`config.mk`:
```
export PLATFORM = sky130hd
export DESIGN_NAME = pipe_hazard_ctrl_flat
export DESIGN_NICKNAME = d
export VERILOG_FILES = /design/src/rtl/pipe_hazard_if.sv /design/src/rtl/pipe_hazard_ctrl.sv /design/src/flat_wrapper.sv
export SDC_FILE = /design/constraint.sdc
export NUM_CORES = 1
export LEC_CHECK = 0
export CORE_ASPECT_RATIO = 0.75
export CORE_MARGIN = 10
export CORE_UTILIZATION = 36
export DETAILED_ROUTE_END_ITERATION = 12
export PLACE_DENSITY = 0.84
export SYNTH_ARGS = -nofsm -noshare
export SYNTH_HDL_FRONTEND = slang
export SYNTH_SLANG_ARGS = --single-unit
```
`constraint.sdc`:
```
create_clock -name clk -period 1.9 [get_ports clk]
set_input_delay 0.38 -clock clk [delete_from_list [all_inputs] [get_ports clk]]
set_output_delay 0.38 -clock clk [all_outputs]
set_load 0.02 [all_outputs]
```
`src/rtl/pipe_hazard_if.sv`:
```
// Hazard-control signal bundle between the pipeline datapath (master) and
// the stall/flush scheduler (slave), plus scheduler state for observation.
interface pipe_hazard_if;
  logic       i_stall;
  logic       d_reqM;
  logic       d_data_okM;
  logic       div_startE;
  logic       mem_readE;
  logic [4:0] reg_writeE;
  logic [4:0] rsD;
  logic [4:0] rtD;
  logic       exceptM;
  logic       stallF;
  logic       stallD;
  logic       stallE;
  logic       stallM;
  logic       stallW;
  logic       flushD;
  logic       flushE;
  logic       flushM;
  logic       flushW;
  logic       div_busy;
  logic       exc_taken;
  logic       dmem_state_dbg;
  logic [1:0] div_state_dbg;

  modport master (
    output i_stall, d_reqM, d_data_okM, div_startE, mem_readE,
           reg_writeE, rsD, rtD, exceptM,
    input  stallF, stallD, stallE, stallM, stallW,
           flushD, flushE, flushM, flushW, div_busy, exc_taken,
           dmem_state_dbg, div_state_dbg
  );

  modport slave (
    input  i_stall, d_reqM, d_data_okM, div_startE, mem_readE,
           reg_writeE, rsD, rtD, exceptM,
    output stallF, stallD, stallE, stallM, stallW,
           flushD, flushE, flushM, flushW, div_busy, exc_taken,
           dmem_state_dbg, div_state_dbg
  );
endinterface

```
`src/rtl/pipe_hazard_ctrl.sv`:
```
// Central stall/flush scheduler for the 5-stage pipeline: arbitrates fetch,
// data-memory, divider and load-use stalls against exception flushes.
module pipe_hazard_ctrl #(
  parameter int unsigned DIV_CYCLES = 32
) (
  input logic         clk,
  input logic         rst,
  pipe_hazard_if.slave hz
);
  localparam int CW = (DIV_CYCLES > 2) ? $clog2(DIV_CYCLES) : 1;

  typedef enum logic {DM_IDLE, DM_WAIT} dmem_state_e;
  typedef enum logic [1:0] {DV_IDLE, DV_RUN, DV_DONE} div_state_e;

  dmem_state_e    dm_q, dm_d;
  div_state_e     dv_q, dv_d;
  logic [CW-1:0]  cnt_q, cnt_d;

  logic mem_stall, div_stall, load_use, exc;
  logic stall_f, stall_d, stall_e, stall_m, stall_w;
  logic flush_d, flush_e, flush_m, flush_w, exc_taken;

  always_ff @(posedge clk) begin
    if (rst) begin
      dm_q  <= DM_IDLE;
      dv_q  <= DV_IDLE;
      cnt_q <= '0;
    end else begin
      dm_q  <= dm_d;
      dv_q  <= dv_d;
      cnt_q <= cnt_d;
    end
  end

  // An exception cannot abort an in-flight bus transaction, so it waits for
  // the completion pulse before redirecting.
  always_comb begin
    mem_stall = (dm_q == DM_WAIT) ? ~hz.d_data_okM : (hz.d_reqM & ~hz.d_data_okM);
    div_stall = ((dv_q == DV_IDLE) & hz.div_startE) | (dv_q == DV_RUN);
    load_use  = hz.mem_readE & (hz.reg_writeE != 5'd0) &
                ((hz.reg_writeE == hz.rsD) | (hz.reg_writeE == hz.rtD));
    exc       = hz.exceptM & ~((dm_q == DM_WAIT) & ~hz.d_data_okM);
  end

  always_comb begin
    stall_f   = 1'b0;
    stall_d   = 1'b0;
    stall_e   = 1'b0;
    stall_m   = 1'b0;
    stall_w   = 1'b0;
    flush_d   = 1'b0;
    flush_e   = 1'b0;
    flush_m   = 1'b0;
    flush_w   = 1'b0;
    exc_taken = 1'b0;
    if (rst) begin
      flush_d = 1'b1;
      flush_e = 1'b1;
      flush_m = 1'b1;
      flush_w = 1'b1;
    end else if (exc) begin
      flush_d   = 1'b1;
      flush_e   = 1'b1;
      flush_m   = 1'b1;
      flush_w   = 1'b1;
      exc_taken = 1'b1;
    end else if (mem_stall) begin
      stall_f = 1'b1;
      stall_d = 1'b1;
      stall_e = 1'b1;
      stall_m = 1'b1;
      stall_w = 1'b1;
    end else if (div_stall) begin
      stall_f = 1'b1;
      stall_d = 1'b1;
      stall_e = 1'b1;
      flush_m = 1'b1;
    end else if (load_use) begin
      stall_f = 1'b1;
      stall_d = 1'b1;
      flush_e = 1'b1;
    end else if (hz.i_stall) begin
      stall_f = 1'b1;
      flush_d = 1'b1;
    end
  end

  always_comb begin
    dm_d = dm_q;
    case (dm_q)
      DM_IDLE: if (hz.d_reqM & ~hz.d_data_okM) dm_d = DM_WAIT;
      DM_WAIT: if (hz.d_data_okM) dm_d = DM_IDLE;
      default: dm_d = DM_IDLE;
    endcase
  end

  // DONE parks the divider until E actually advances, so a divide still held
  // by a memory stall is not restarted.
  always_comb begin
    dv_d  = dv_q;
    cnt_d = cnt_q;
    if (flush_e) begin
      dv_d = DV_IDLE;
    end else begin
      case (dv_q)
        DV_IDLE: if (hz.div_startE) begin
          dv_d  = DV_RUN;
          cnt_d = CW'(DIV_CYCLES - 2);
        end
        DV_RUN: begin
          if (cnt_q == '0) dv_d = DV_DONE;
          else cnt_d = cnt_q - 1'b1;
        end
        DV_DONE: if (~stall_e) dv_d = DV_IDLE;
        default: dv_d = DV_IDLE;
      endcase
    end
  end

  assign hz.stallF         = stall_f;
  assign hz.stallD         = stall_d;
  assign hz.stallE         = stall_e;
  assign hz.stallM         = stall_m;
  assign hz.stallW         = stall_w;
  assign hz.flushD         = flush_d;
  assign hz.flushE         = flush_e;
  assign hz.flushM         = flush_m;
  assign hz.flushW         = flush_w;
  assign hz.exc_taken      = exc_taken;
  assign hz.div_busy       = ~rst & (dv_q == DV_RUN);
  assign hz.dmem_state_dbg = dm_q;
  assign hz.div_state_dbg  = dv_q;
endmodule

```
`src/flat_wrapper.sv`:
```
// flat-port wrapper written by rule: the top's interface ports become plain ports
module pipe_hazard_ctrl_flat 
#(
  parameter int unsigned DIV_CYCLES = 32
)
  (clk, rst, hz_i_stall, hz_d_reqM, hz_d_data_okM, hz_div_startE, hz_mem_readE, hz_reg_writeE, hz_rsD, hz_rtD, hz_exceptM, hz_stallF, hz_stallD, hz_stallE, hz_stallM, hz_stallW, hz_flushD, hz_flushE, hz_flushM, hz_flushW, hz_div_busy, hz_exc_taken, hz_dmem_state_dbg, hz_div_state_dbg);
  pipe_hazard_if hz_i ();
  input logic clk;
  input logic rst;
  input wire logic [$bits(hz_i.i_stall)-1:0] hz_i_stall;
  input wire logic [$bits(hz_i.d_reqM)-1:0] hz_d_reqM;
  input wire logic [$bits(hz_i.d_data_okM)-1:0] hz_d_data_okM;
  input wire logic [$bits(hz_i.div_startE)-1:0] hz_div_startE;
  input wire logic [$bits(hz_i.mem_readE)-1:0] hz_mem_readE;
  input wire logic [$bits(hz_i.reg_writeE)-1:0] hz_reg_writeE;
  input wire logic [$bits(hz_i.rsD)-1:0] hz_rsD;
  input wire logic [$bits(hz_i.rtD)-1:0] hz_rtD;
  input wire logic [$bits(hz_i.exceptM)-1:0] hz_exceptM;
  output wire logic [$bits(hz_i.stallF)-1:0] hz_stallF;
  output wire logic [$bits(hz_i.stallD)-1:0] hz_stallD;
  output wire logic [$bits(hz_i.stallE)-1:0] hz_stallE;
  output wire logic [$bits(hz_i.stallM)-1:0] hz_stallM;
  output wire logic [$bits(hz_i.stallW)-1:0] hz_stallW;
  output wire logic [$bits(hz_i.flushD)-1:0] hz_flushD;
  output wire logic [$bits(hz_i.flushE)-1:0] hz_flushE;
  output wire logic [$bits(hz_i.flushM)-1:0] hz_flushM;
  output wire logic [$bits(hz_i.flushW)-1:0] hz_flushW;
  output wire logic [$bits(hz_i.div_busy)-1:0] hz_div_busy;
  output wire logic [$bits(hz_i.exc_taken)-1:0] hz_exc_taken;
  output wire logic [$bits(hz_i.dmem_state_dbg)-1:0] hz_dmem_state_dbg;
  output wire logic [$bits(hz_i.div_state_dbg)-1:0] hz_div_state_dbg;
  assign hz_i.i_stall = hz_i_stall;
  assign hz_i.d_reqM = hz_d_reqM;
  assign hz_i.d_data_okM = hz_d_data_okM;
  assign hz_i.div_startE = hz_div_startE;
  assign hz_i.mem_readE = hz_mem_readE;
  assign hz_i.reg_writeE = hz_reg_writeE;
  assign hz_i.rsD = hz_rsD;
  assign hz_i.rtD = hz_rtD;
  assign hz_i.exceptM = hz_exceptM;
  assign hz_stallF = hz_i.stallF;
  assign hz_stallD = hz_i.stallD;
  assign hz_stallE = hz_i.stallE;
  assign hz_stallM = hz_i.stallM;
  assign hz_stallW = hz_i.stallW;
  assign hz_flushD = hz_i.flushD;
  assign hz_flushE = hz_i.flushE;
  assign hz_flushM = hz_i.flushM;
  assign hz_flushW = hz_i.flushW;
  assign hz_div_busy = hz_i.div_busy;
  assign hz_exc_taken = hz_i.exc_taken;
  assign hz_dmem_state_dbg = hz_i.dmem_state_dbg;
  assign hz_div_state_dbg = hz_i.div_state_dbg;
  pipe_hazard_ctrl #(.DIV_CYCLES(DIV_CYCLES)) u_core (.clk(clk), .rst(rst), .hz(hz_i));
endmodule
```
==> impl_metrics.py, run 1 <==
metrics = {
    "worst_setup_path": {
        "path_max_fanout": 3,
        "cp_top_family": "buffers and inverters",
        "rrSetupSlack_ns": 0.21,
        "endpoint_kind": "primary output",
        "start_kind": "input port",
        "cp_data_required_time_ns": 1.52,
        "slowest_delay_ns": 0.24,
        "critPathBufInv": 3,
        "crit_slowest_cell": "dlygate4sd2_1",
        "arrival_ns": 1.57,
        "worstSetupPathType": "input port to primary output",
        "worstPathCellList": "dlygate4sd2_1, xor2_1, nor3_2, o221ai_2, buf_4, a21oi_2, buf_6",
    },
    "die": {
        "start_util": 0.374,
        "die_w_um": 68.4,
        "die_h_um": 56.3,
        "num_io_pins": 37,
        "dieArea_um2": 3850,
        "coreArea_um2": 1690,
        "rows": 13,
    },
    "synth": {
        "synth_edf_count": 0,
        "synth-simple-area-share": 0.271,
        "synth-seq-area-share": 0.253,
        "synthTopCellsByCount": "nor2_1, dfxtp_1, a21oi_1, xnor2_1",
        "synth_compound_area_frac": 0.212,
        "synth-main-ff-cell": "dfxtp_1",
        "synth_nets": 104,
        "synthArstFlopShare": 0,
        "synth-adder-area-share": 0.0396,
        "yosys-top-cells-area": "dfxtp_1, xnor2_1, nor2_1, xor2_1, a21oi_1",
        "ys_ff_latch": 8,
        "synth_top_cell_by_area": "dfxtp_1",
        "synthXorXnorAreaFrac": 0.139,
        "synth_top_area_frac": 0.253,
        "synth.most_common_cell": "nor2_1",
        "synth_top_family_by_area": "simple AND/OR/NAND/NOR gates",
        "syn-cell-area_um2": 632,
        "synth_cell_types": 30,
        "ys.warnings.count": 0,
        "syn_avg_cell_area_um2": 8.00,
        "synthCells": 79,
        "muxShareOfSynthArea": 0.0158,
    },
    "finish": {
        "areaGrowthSynthToFinish_pct": 80.2,
        "final_nets": 156,
        "final_cell_area_um2": 1140,
        "final_util": 0.673,
        "drive_gt1_frac": 0.426,
        "multi_input_comb_area_um2": 503,
        "diodes": 0,
        "seqCellArea_um2": 160,
        "fillerInstances": 147,
    },
    "run": {
        "drv_cap": 0,
    },
    "global_route": {
        "track_usage": 0.123,
        "grt_pass1_wl_mm": 3.71,
        "grt_max_degree": 11,
        "antenna_found_initial": 0,
        "grt-ovfl-total": 0,
        "grt_pass1_vias": 766,
    },
    "route": {
        "ant_nets": 0,
        "vias_per_cell": 5.05,
        "drt_iter0_drc": 36,
        "routed-via-count": 763,
        "drc": 0,
        "dr.pass1.iters": 4,
        "wire_per_inst_um": 15.8,
        "wl_mm": 2.38,
    },
    "power_and_ir_drop": {
        "powerDensity_nw_per_um2": 483,
        "power_switching_w": 0.000180,
        "p_seq_frac": 0.339,
        "p_clk_frac": 0.239,
        "pwr-share-comb": 0.422,
        "internal-power_w": 0.000370,
        "vdd_ir_drop_max_mv": 0.446,
        "p_leak_nw": 0.517,
        "switching_share": 0.327,
    },
    "clock_tree": {
        "postCtsHoldBufs": 0,
        "cts.sinks": 8,
        "clock_latency_ns": 0.26,
        "clk_path_buf_depth": 2,
        "numCtsBuffers": 3,
        "cts_tree": "done",
        "root_buffer": "clkbuf_4",
        "clk_pin_slew_ns": 0.05,
        "htree_num_levels": 1,
    },
    "place": {
        "portBuffers": 36,
        "place_hpwl_mm": 1.91,
        "placed_area_um2": 1090,
        "gp_congestion": 0.915,
    },
    "timing": {
        "finalCriticalPeriod_ns": 1.95,
        "report.final.slew_viol_count": 0,
        "worst_slew_pin_slew_ns": 0.249,
        "fmax_ghz": 0.513,
        "setup_ws_ns": -0.0476,
        "relSlewSlack": 0.833,
        "min_period_over_period": 1.03,
        "fin_skew_ns": 0.00620,
        "setup-tns-final_ns": -0.0942,
        "hold_viol_final": 0,
        "rsz0062_at_grt": "true",
        "finalSetupViolCount": 3,
    },
    "status": {
        "violations": "setup timing",
        "status": "complete, but fails checks",
    },
    "worst_hold_path": {
        "hp-class": "flip-flop to flip-flop",
    },
}
[worst register-to-register path, stage by stage (launching register included)]
cell and delay (ns):
dfxtp_1 0.41, nand2b_4 0.08, a21oi_4 0.17, inv_4 0.06
buf_4 0.14, nor3b_4 0.18, buf_4 0.19, a21oi_1 0.08
a211oi_1 0.26
[state kept, by name, indices dropped and copies added, names as in the netlist]
signal                    cells
u_core.hz.dmem_state_dbg      1
u_core.cnt_q                  5
u_core.hz.div_state_dbg       2
[metrics by stage]
| step | setup WS (ns) | total power (W) | std cells | hold WS, ns |
|---|---|---|---|---|
| floorplan | 0.0607 | 0.000293 | 79 | 0.434 |
| global placement | -0.877 | 0.000405 | 147 | 0.447 |
| detailed placement | -0.937 | 0.000413 | 147 | 0.486 |
| CTS | -0.0320 | 0.000545 | 151 | 0.495 |
| global route | -0.135 | 0.000581 | 151 | 0.511 |
| finish | -0.0476 | 0.000550 | 151 | 0.495 |
[what timing repair did]
item,4_1_cts,5_1_grt
buffers inserted,1,0
endpoints found under the setup margin,12,6
gates resized for setup,91,19
pin swaps,16,12
[layer usage]
layer / track usage / vias up / wire length [um]
li1: - / 374 / -
met2: 0.214 / 38 / 1130
met1: 0.136 / 349 / 993
met3: 0.0436 / 2 / 247
met5: 0 / - / 0
met4: 0.0344 / 0 / 15
[logic make-up after synthesis]
group	after synthesis
simple gates	32
compound gates	18
xor+xnor	10
buf+inv	8
flops	8
fa+ha+maj	2
mux	1
[power by group through the flow]
stage	clock (W)	combinational [W]	sequential [W]
2_1_floorplan	0	0.000102	0.000192
3_3_place_gp	0	0.000218	0.000188
3_5_place_dp	0	0.000224	0.000189
4_1_cts	0.000134	0.000225	0.000186
5_1_grt	0.000143	0.000251	0.000187
6_report	0.000131	0.000232	0.000186
[layout by cell type (no fill, tap or decap), types with 2 or more instances in the layout]
master	n
inv_1	5
nor3_1	2
a41o_1	2
o21ai_1	2
clkbuf_2	6
a21oi_2	2
nor2_1	13
clkdlybuf4s50_1	7
dfxtp_1	8
buf_8	2
clkbuf_4	3
a21oi_1	4
nor3_2	2
o21bai_2	2
nand2_1	5
xor2_1	4
xnor2_2	5
nand3_1	2
dlygate4sd2_1	8
clkdlybuf4s15_1	2
buf_2	6
buf_6	4
ha_1	2
buf_4	14
nand2b_1	2
[path summary, 6_finish.rpt]
path | from | endpoint | cells after the start
worst max-delay path | hz_rtD[1] | hz_stallD | 7
worst min-delay path | u_core.cnt_q[3] | u_core.cnt_q[3] | 2
worst min register to register | u_core.cnt_q[3] | u_core.cnt_q[3] | 2
worst max register to register | u_core.hz.dmem_state_dbg | u_core.cnt_q[4] | 8
[final cells by class]
cell class | count | area share
Sequential cell | 8 | 0.141
Timing Repair Buffer | 49 | 0.352
Inverter | 6 | 0.0220
Tap cell | 22 | 0.0242
Multi-Input combinational cell | 63 | 0.442
Clock buffer | 3 | 0.0198
(Power assumes the default switching activity.)
==> run 2: changes to the inputs <==
TNS_END_PERCENT = 30   (was default)
==> run 2 against run 1 <==
  * The run still ends with setup timing left
  * Total power shrank 0.17%
  * Die area is the same
  * Clock power hardly changed
==> impl_metrics.py, run 2 (synthesis gave the netlist of run 1 again) <==
metrics = {
    "global_route": {
        "grt_pass1_wl_mm": 3.78,
        "grt_max_degree": 11,
        "track_usage": 0.125,
        "grt-ovfl-total": 0,
        "use_met2": 0.216,
        "antenna_found_initial": 0,
        "grtUsageMet1": 0.138,
        "grt_busiest_layer": "met2",
        "grt_pass1_vias": 770,
        "grt_use_met3": 0.0455,
    },
    "worst_setup_path": {
        "cp_top_family": "buffers and inverters",
        "path_max_fanout": 3,
        "rrSetupSlack_ns": 0.20,
        "start_kind": "input port",
        "arrival_ns": 1.58,
        "worstSetupPathType": "input port to primary output",
        "worstPathCellList": "buf_8, xnor2_1, nand3_1, nor3_2, o221ai_2, buf_4, a21oi_2, buf_6",
        "endpoint_kind": "primary output",
        "r2r-start": "u_core.hz.dmem_state_dbg",
        "cp_data_required_time_ns": 1.52,
        "critPathBufInv": 3,
        "slowest_delay_ns": 0.24,
        "crit_slowest_cell": "nor3_2",
        "crit_start": "hz_reg_writeE[4]",
    },
    "run": {
        "drv_cap": 0,
    },
    "worst_hold_path": {
        "worstHoldStart": "u_core.cnt_q[2]",
        "hp-class": "flip-flop to flip-flop",
    },
    "power_and_ir_drop": {
        "p_leak_nw": 0.512,
        "vdd_ir_drop_max_mv": 0.440,
        "powerDensity_nw_per_um2": 481,
    },
    "clock_tree": {
        "cts.sinks": 8,
        "clock_latency_ns": 0.26,
        "clk_path_buf_depth": 2,
        "cts_tree": "done",
        "numCtsBuffers": 3,
        "root_buffer": "clkbuf_4",
        "clk_pin_slew_ns": 0.05,
        "htree_num_levels": 1,
        "postCtsHoldBufs": 0,
    },
    "timing": {
        "finalSetupViolCount": 3,
        "holdWs_ns": 0.494,
        "report.final.slew_viol_count": 0,
        "fin_skew_ns": 0.00726,
        "setup_ws_ns": -0.0555,
        "rsz0062_at_grt": "true",
        "min_period_over_period": 1.03,
        "fmax_ghz": 0.511,
        "hold_viol_final": 0,
        "finalCriticalPeriod_ns": 1.96,
        "worst_slew_pin_slew_ns": 0.255,
        "relSlewSlack": 0.828,
    },
    "route": {
        "dr.pass1.iters": 4,
        "routed-via-count": 761,
        "wire_per_inst_um": 15.7,
        "drc": 0,
        "ant_nets": 0,
        "wl_mm": 2.36,
        "vias_per_cell": 5.07,
        "drt_iter0_drc": 55,
    },
    "finish": {
        "multi_input_comb_area_um2": 508,
        "final_nets": 155,
        "mostFrequentLayoutCells": "buf_4, nor2_1, clkdlybuf4s50_1",
        "final_common_cell": "buf_4",
        "areaGrowthSynthToFinish_pct": 80.6,
        "seqCellArea_um2": 160,
        "drive_gt1_frac": 0.438,
        "regMostFlops": "u_core.cnt_q",
        "diodes": 0,
        "largest_reg_flops": 5,
        "fillerInstances": 147,
        "instances_no_fill": 150,
    },
    "place": {
        "gp_congestion": 0.915,
        "place_inst": 147,
        "place_hpwl_mm": 1.91,
        "portBuffers": 36,
    },
    "die": {
        "num_io_pins": 37,
        "die_w_um": 68.4,
        "die_h_um": 56.3,
        "dieArea_um2": 3850,
        "coreArea_um2": 1690,
        "start_util": 0.374,
        "rows": 13,
    },
    "status": {
        "violations": "setup timing",
        "status": "complete, but fails checks",
    },
}
==> run 2: path summary, 6_finish.rpt <==
kind / end / depth (start not counted)
max: hz_stallD / 8
min: u_core.cnt_q[2] / 2
max reg2reg: u_core.cnt_q[4] / 8
min reg2reg: u_core.cnt_q[2] / 2
==> run 2: metal layers <==
metal  wire length [um]  up-vias
li1                   -      372
met1                986      351
met2               1100       36
met3                255        2
met4                 15        0
met5                  0        -
==> run 2: through the flow <==
stage          power (W)  TNS (ns)  setup slack, ns  utilization  area, um^2
6_report        0.000549    -0.109          -0.0555        0.675        1140
5_1_grt         0.000583    -0.413           -0.135        0.675        1140
4_1_cts         0.000543    -0.160          -0.0375        0.663        1120
3_5_place_dp    0.000413     -7.12           -0.937        0.645        1090
3_3_place_gp    0.000405     -6.54           -0.877        0.645        1090
2_1_floorplan   0.000293         0           0.0607            -         632
==> run 2: final cells by class <==
class                      count  area share
multi-input combinational     63       0.445
inverter                       6      0.0219
sequential                     8       0.140
tap                           22      0.0241
clock buffer                   3      0.0197
timing repair buffer          48       0.349
==> run 2: tightest hold or removal path, delay by kind of cell (launching register included) <==
kind,cells,cell delay [ns]
AOI/OAI and AO/OA,1,0.05
buffers and inverters,1,0.06
DFF,1,0.33
==> run 2: timing repair <==
action	in CTS	in global routing
buffers inserted	0	0
gates resized for setup	90	24
setup endpoints to repair	12	15
pin swaps	16	13
==> run 2: power by group <==
group,internal (W),leakage [nW],switching [W]
logic,0.000121,0.433,0.000113
clock network,0.0000722,0.0138,0.0000569
registers,0.000178,0.0655,0.00000864
==> run 3: changes to the inputs <==
RECOVER_POWER = 100   (was default)
SLEW_MARGIN = 20   (was default)
==> results of run 3 <==
No change in the layout: final DEF, timing and power equal those of run 2.
